$ cat src/rtl/div_unit.sv
`default_nettype none
// ============================================================================
//  Module   : div_unit
//  Purpose  : Iterative radix-2 restoring 32-bit divider (DIV / DIVU) that
//             returns {remainder, quotient} with a one-cycle result strobe.
//  Revision : 1.0  initial release
// ============================================================================
module div_unit #(
    parameter int         WIDTH   = 32,
    parameter logic [7:0] DIV_OP  = 8'b0001_1010,
    parameter logic [7:0] DIVU_OP = 8'b0001_1011
) (
    input  logic               clk,
    input  logic               resetn,
    input  logic [WIDTH-1:0]   a,
    input  logic [WIDTH-1:0]   b,
    input  logic [7:0]         alucontrol,
    input  logic               annul,
    output logic               busy,
    output logic               result_ok,
    output logic [2*WIDTH-1:0] result
);

    typedef enum logic [1:0] {
        S_IDLE = 2'd0,
        S_CALC = 2'd1,
        S_DONE = 2'd2
    } state_t;

    localparam logic [5:0] LAST_ITER = 6'(WIDTH);

    state_t             state_q, state_d;
    logic [5:0]         cnt_q, cnt_d;
    logic [WIDTH-1:0]   rem_q, rem_d;
    logic [WIDTH-1:0]   quo_q, quo_d;
    logic [WIDTH-1:0]   dvs_q, dvs_d;
    logic               qneg_q, qneg_d;
    logic               rneg_q, rneg_d;
    logic               busy_q, busy_d;
    logic               ok_q, ok_d;
    logic [2*WIDTH-1:0] result_q, result_d;

    logic               w_is_div;
    logic               w_is_divu;
    logic               w_accept;
    logic [WIDTH-1:0]   w_a_mag;
    logic [WIDTH-1:0]   w_b_mag;
    logic [WIDTH:0]     w_shift;
    logic [WIDTH:0]     w_trial;
    logic [WIDTH-1:0]   w_rem_fix;
    logic [WIDTH-1:0]   w_quo_fix;

    assign w_is_div  = (alucontrol == DIV_OP);
    assign w_is_divu = (alucontrol == DIVU_OP);
    assign w_accept  = (w_is_div || w_is_divu) && !annul;

    assign w_a_mag = (w_is_div && a[WIDTH-1]) ? (~a + 1'b1) : a;
    assign w_b_mag = (w_is_div && b[WIDTH-1]) ? (~b + 1'b1) : b;

    // Partial remainder is always below the divisor, so a 33-bit trial
    // difference is wide enough for its MSB to act as the borrow.
    assign w_shift = {rem_q, quo_q[WIDTH-1]};
    assign w_trial = w_shift - {1'b0, dvs_q};

    assign w_rem_fix = rneg_q ? (~rem_q + 1'b1) : rem_q;
    assign w_quo_fix = qneg_q ? (~quo_q + 1'b1) : quo_q;

    always_comb begin
        state_d  = state_q;
        cnt_d    = cnt_q;
        rem_d    = rem_q;
        quo_d    = quo_q;
        dvs_d    = dvs_q;
        qneg_d   = qneg_q;
        rneg_d   = rneg_q;
        result_d = result_q;

        case (state_q)
            S_IDLE: begin
                if (w_accept) begin
                    cnt_d   = '0;
                    dvs_d   = w_b_mag;
                    state_d = S_CALC;
                    // A zero divisor finalises on the next edge: the raw
                    // dividend becomes the remainder and the quotient is all ones.
                    if (b == '0) begin
                        rem_d  = a;
                        quo_d  = '1;
                        qneg_d = 1'b0;
                        rneg_d = 1'b0;
                    end else begin
                        rem_d  = '0;
                        quo_d  = w_a_mag;
                        qneg_d = w_is_div && (a[WIDTH-1] ^ b[WIDTH-1]);
                        rneg_d = w_is_div && a[WIDTH-1];
                    end
                end
            end
            S_CALC: begin
                if (annul) begin
                    state_d = S_IDLE;
                end else if (cnt_q == LAST_ITER || dvs_q == '0) begin
                    result_d = {w_rem_fix, w_quo_fix};
                    state_d  = S_DONE;
                end else begin
                    cnt_d = cnt_q + 6'd1;
                    if (!w_trial[WIDTH]) begin
                        rem_d = w_trial[WIDTH-1:0];
                        quo_d = {quo_q[WIDTH-2:0], 1'b1};
                    end else begin
                        rem_d = w_shift[WIDTH-1:0];
                        quo_d = {quo_q[WIDTH-2:0], 1'b0};
                    end
                end
            end
            S_DONE: begin
                state_d = S_IDLE;
            end
            default: begin
                state_d = S_IDLE;
            end
        endcase

        busy_d = (state_d == S_CALC);
        ok_d   = (state_d == S_DONE);
    end

    always_ff @(posedge clk or negedge resetn) begin
        if (!resetn) begin
            state_q  <= S_IDLE;
            cnt_q    <= '0;
            rem_q    <= '0;
            quo_q    <= '0;
            dvs_q    <= '0;
            qneg_q   <= 1'b0;
            rneg_q   <= 1'b0;
            busy_q   <= 1'b0;
            ok_q     <= 1'b0;
            result_q <= '0;
        end else begin
            state_q  <= state_d;
            cnt_q    <= cnt_d;
            rem_q    <= rem_d;
            quo_q    <= quo_d;
            dvs_q    <= dvs_d;
            qneg_q   <= qneg_d;
            rneg_q   <= rneg_d;
            busy_q   <= busy_d;
            ok_q     <= ok_d;
            result_q <= result_d;
        end
    end

    assign busy      = busy_q;
    assign result_ok = ok_q;
    assign result    = result_q;

endmodule
`default_nettype wire

$ cat config.mk
export PLATFORM = sky130hd
export DESIGN_NAME = div_unit
export DESIGN_NICKNAME = d
export VERILOG_FILES = /design/src/rtl/div_unit.sv
export SDC_FILE = /design/constraint.sdc
export NUM_CORES = 1
export LEC_CHECK = 0
export BUFFER_PORTS_ARGS = -buffer_cell sky130_fd_sc_hd__buf_2
export CAP_MARGIN = 5
export CORE_ASPECT_RATIO = 1.4
export CORE_MARGIN = 2
export CORE_UTILIZATION = 45
export CTS_CLUSTER_SIZE = 24
export DETAILED_ROUTE_END_ITERATION = 6
export PLACE_DENSITY = 0.64
export SLEW_MARGIN = 20
export SYNTH_ARGS = -nofsm -noshare
export SYNTH_HDL_FRONTEND = slang
export SYNTH_SLANG_ARGS = --single-unit
$ cat constraint.sdc
create_clock -name clk -period 4.6 [get_ports clk]
set_input_delay 0.23 -clock clk [delete_from_list [all_inputs] [get_ports clk]]
set_output_delay 0.23 -clock clk [all_outputs]
set_load 0.01 [all_outputs]
-- Yosys cells after proc, flatten, opt, wreduce, memory -nomap -nowiden
Cells that the tools add are included.
- bits in registers: 172
- output and inout port bits: 66
- logic and storage cells: 71
- add/subtract/negate cells: 6
- equality and inequality tests: 9
- multiplexer cells: 26
- bitwise operators: 6
- reductions and logical operators: 14
- operators with widths (kind ; number):
    $mux W32 ; 13
    $add A32 B1 Y32 const B ; 4
    $not A32 Y32 ; 4
    $pmux W32 S2 ; 2
    $logic_not A32 Y1 ; 2
    $sub A33 B32 Y33 ; 1
    $mux W6 ; 3
    $eq A8 B5 Y1 const B ; 2
    $pmux W6 S2 ; 1
    $add A6 B1 Y6 const B ; 1
    $eq A6 B6 Y1 const B ; 1
    $mux W2 ; 3
    $ne A2 B2 Y1 const B ; 3
    $eq A2 B1 Y1 const B ; 2
    $logic_and A1 B1 Y1 ; 4
    $pmux W2 S2 ; 1
    $reduce_and A4 Y1 ; 1
    $mux W1 ; 3
    $reduce_and A3 Y1 ; 1
    $eq A2 B2 Y1 const B ; 1
    $logic_not A2 Y1 ; 1
    $logic_or A1 B1 Y1 ; 2
    $reduce_and A2 Y1 ; 1
    $reduce_bool A2 Y1 ; 1
    other kinds (3) ; 3

-- Depth between registers and ports, before layout
- depth after elaboration: 6
- gate-level depth with buffers: 12

-- Worst setup path after synthesis
OpenSTA, ideal clock, no wires.
- kind: register to register
- from: register quo_q[31]
- to: register rem_q[31]
- setup time: 0.120 ns
- arrival time: 2.860 ns
- required time: 4.480 ns
- path slack: 1.620 ns
- stages on the path, launching flop included: 13
- buffers on the path: 1
- period minus slack after synthesis: 2.980 ns
- path through: dfrtp_1 -> inv_1 -> ha_1 -> fa_1 -> nand2b_1 -> a21o_1 -> a211oi_1 -> o21ai_1 -> nand3b_1 -> clkbuf_1 -> o211ai_1 -> a311o_1 -> o211a_1
- word-level cells in the longest chain between the ends: 5
- RTL lines (what ; line ; source):
    start: declaration ; 35 ; logic [WIDTH-1:0] quo_q, quo_d;
    start signal: assignment ; 144 ; quo_q <= quo_d;
    $sub A33 B32 Y33 ; 63 ; assign w_trial = w_shift - {1'b0, dvs_q};
    $mux W32 ; 107 ; if (!w_trial[WIDTH]) begin
    $mux W32 ; 102 ; end else if (cnt_q == LAST_ITER || dvs_q == '0) begin
    $mux W32 ; 100 ; if (annul) begin
    $pmux W32 S2 ; 78 ; case (state_q)
    end signal: assignment ; 143 ; rem_q <= rem_d;
    end: declaration ; 34 ; logic [WIDTH-1:0] rem_q, rem_d;
Every way passes these cells. The select of a mux whose other input is x is not followed.
A chain may end at the register's enable or synchronous reset.

-- Worst setup path after layout
- from: register quo_q[31]
- to: register rem_q[13]
Same word-level chain as after synthesis.

==> flow_summary.toml <==
[route]
routed_wl_um = 33070
viasPerCell = 5.736
final_antenna_net_count = 0
vias = 10420
drt_iter0_markers = 660
wire_per_inst_um = 18.21
drc_errors = 0
dr.pass1.iters = 5

[place]
post-place-cells = 1780
gp_congestion = 0.9358
hpwlAfterDp_um = 25070
pre_cts_slack_ns = 1.041
io_buffers = 140

[grt]
grt_usage_pct = 24.72
grt_overflow_total = 0
grt_pass1_vias = 10040
grt_pass1_wl_um = 53690
antenna_found_initial = 3
grt_max_degree = 131

[run]
maxCapViolCount = 0

[setup_path]
cp.required_ns = 4.89
arrival_ns = 3.93
startpoint = "quo_q[31]$_DFFE_PN0P_"
reg2reg_from = "quo_q[31]$_DFFE_PN0P_"
r2r_setup_slack_ns = 0.96
critPathCapture = "rem_q[13]$_DFFE_PN0P_"
cp-start-kind = "flop"
crit_type = "flop to flop"
cp-end-kind = "flop"
regToRegEndpoint = "rem_q[13]$_DFFE_PN0P_"
reg2regPathDepth = 12
worstPathMaxFanout = 13

[pwr]
powerDensity_nw_per_um2 = 380.9
ir_drop_mv = 0.2780
total_power_uw = 5009
leakage_uw = 0.005772

[logic_synthesis]
synth-seq-cells = 172
yosys_warnings = 0
synth_seq_area_share_pct = 37.33
synth_ff_type = "dfrtp_1"
yosysMostFrequentCell = "o21ai_0"
synth.top_cells.by_count = "o21ai_0 (185), dfrtp_1 (172), nand2_1 (166)"
syn_inst = 1373
synthArstFlopShare_pct = 100.0
synthDistinctLibCells = 68
synth.area.top_cells = "dfrtp_1 (37%), o21ai_0 (8.0%), xor2_1 (7.4%)"
syn_nets = 1487
netlist.area_leader.share_pct = 37.33
synth_edf_count = 0
yosysTopAreaCell = "dfrtp_1"
syn_area_um2 = 11530
avgSynthCellArea_um2 = 8.398

[cts]
root_buffer = "clkbuf_16"
clock-sinks = 172
numCtsBuffers = 17
cts_tree = "done"
clk_pin_slew_worst_paths_ns = 0.07
worstSkewPairLatency_ns = 0.45
cts_buffer_depth = 2
cts_max_level = 4
cts_resized = 0

[floorplan]
fp.dieW_um = 139.3
row_count = 69
die_h_um = 193.4
io_pins = 141
dieArea_um2 = 26940
start_util_pct = 45.58
fp.coreArea_um2 = 25300

[timing]
period_minus_slack_ns = 3.637
tns_ns = 0
setup_viol = 0
fmax_mhz = 274.9
final_max_slew_viol_count = 0
clock_skew_ns = 0.01068
hold_violations = 0
relSlewSlack_pct = 31.13
rsz0062_at_grt = "false"
tightest_slew_ns = 1.022
setup_ws_ns = 0.9626
finalCritPeriodShare_pct = 79.07

[cells_and_area]
nets = 1595
final_cell_count_no_fill = 1816
syn_to_final_growth_pct = 14.06
final_layout_size_suffix_gt1_share_pct = 13.99

[status]
status = "finished, final reports clean"

[hold_path]
holdCritPathClass = "input pin to flop"
==> cell usage in the layout, fill, tap and decap left out, drive strengths merged, types with 12 or more instances in the layout <==
master	n
nand2	167
o41ai	15
a21oi	83
ha	38
nand4	12
nor3	44
clkbuf	19
a22oi	26
or4	14
nor4	20
a21o	16
buf	161
xnor2	52
o22ai	22
or3	18
dfrtp	172
inv	67
nor2	68
o31ai	28
xor2	98
o21ai	186
nand3	24
mux2i	23
==> final cells by class <==
| class | count | area [µm²] |
|---|---|---|
| Clock inverter | 13 | 153.9 |
| Fill cell | 2461 | 12140 |
| Antenna cell | 3 | 7.507 |
| Sequential cell | 172 | 4304 |
| Inverter | 63 | 236.5 |
| Clock buffer | 19 | 442.9 |
| Multi-Input combinational cell | 1065 | 6733 |
| Timing Repair Buffer | 162 | 874.6 |
| Tap cell | 319 | 399.1 |
==> flip-flops by register name, summed over array words and instances (netlist names) <==
signal / cells
result: 64
dvs_q: 32
quo_q: 32
rem_q: 32
cnt_q: 6
state_q: 2
busy: 1
qneg_q: 1
result_ok: 1
rneg_q: 1
==> report_power, final <==
group	switching, µW	leakage [µW]	internal, µW
clock	660	0.000279	826
sequential	274	0.00227	1670
combinational	907	0.00322	673
total	1840	0.00577	3170
==> cell families (layout without fill, tap and decap cells) <==
logic type,count (synthesis),count (layout),synth area share [%]
AOI/OAI and AO/OA,434,434,22.56
xor gates and xnor gates,150,150,11.46
adders and majority gates,39,39,4.297
buffers and inverters,136,257,4.558
DFF,172,172,37.33
muxes,23,23,1.997
other,0,3,0
and+or+nand+nor,419,419,17.80
==> stage by stage <==
| step | utilization [%] | hold slack (ns) | instance area, µm² |
|---|---|---|---|
| after floorplan | - | -0.06559 | 11530 |
| final | 51.99 | 0.05987 | 13150 |
| after global placement | 49.53 | 0.2964 | 12530 |
| after global routing | 51.99 | 0.07516 | 13150 |
| after detailed placement | 49.53 | 0.2985 | 12530 |
| after CTS | 51.93 | 0.04168 | 13140 |
==> critical path, stage by stage, from the launching register on <==
cell,delay (ns)
dfrtp_1,0.40
inv_1,0.11
ha_1,0.24
fa_1,0.41
nand2b_1,0.19
a21o_1,0.22
a211oi_1,0.48
o21ai_1,0.18
nand3b_1,0.43
xnor2_2,0.17
buf_4,0.29
mux2i_1,0.26
o21ai_0,0.11
==> routing by layer <==
layer / wire [µm] / GRT usage, %
met1: 14020 / 31.04
met2: 16300 / 41.94
met3: 1177 / 3.020
met4: 1577 / 12.27
met5: 0 / 0
==> how the worst min path moves through the flow <==
stage	start	to	slack [ns]	depth (start not counted)
after CTS	b[1]	dvs_q[1]$_DFFE_PN0P_	0.04	3
after floorplan	resetn	busy$_DFF_PN0_	-0.07	0
after global routing	b[1]	dvs_q[1]$_DFFE_PN0P_	0.08	3
after detailed placement	resetn	result_ok$_DFF_PN0_	0.30	1
after global placement	resetn	result[31]$_DFFE_PN0P_	0.30	1
final	b[1]	dvs_q[1]$_DFFE_PN0P_	0.06	3
==> timing repair <==
action,CTS,global route
hold buffers,1,0
buffers inserted,0,0
hold endpoints to repair,73,0
Power figures use the tool's default switching activity.
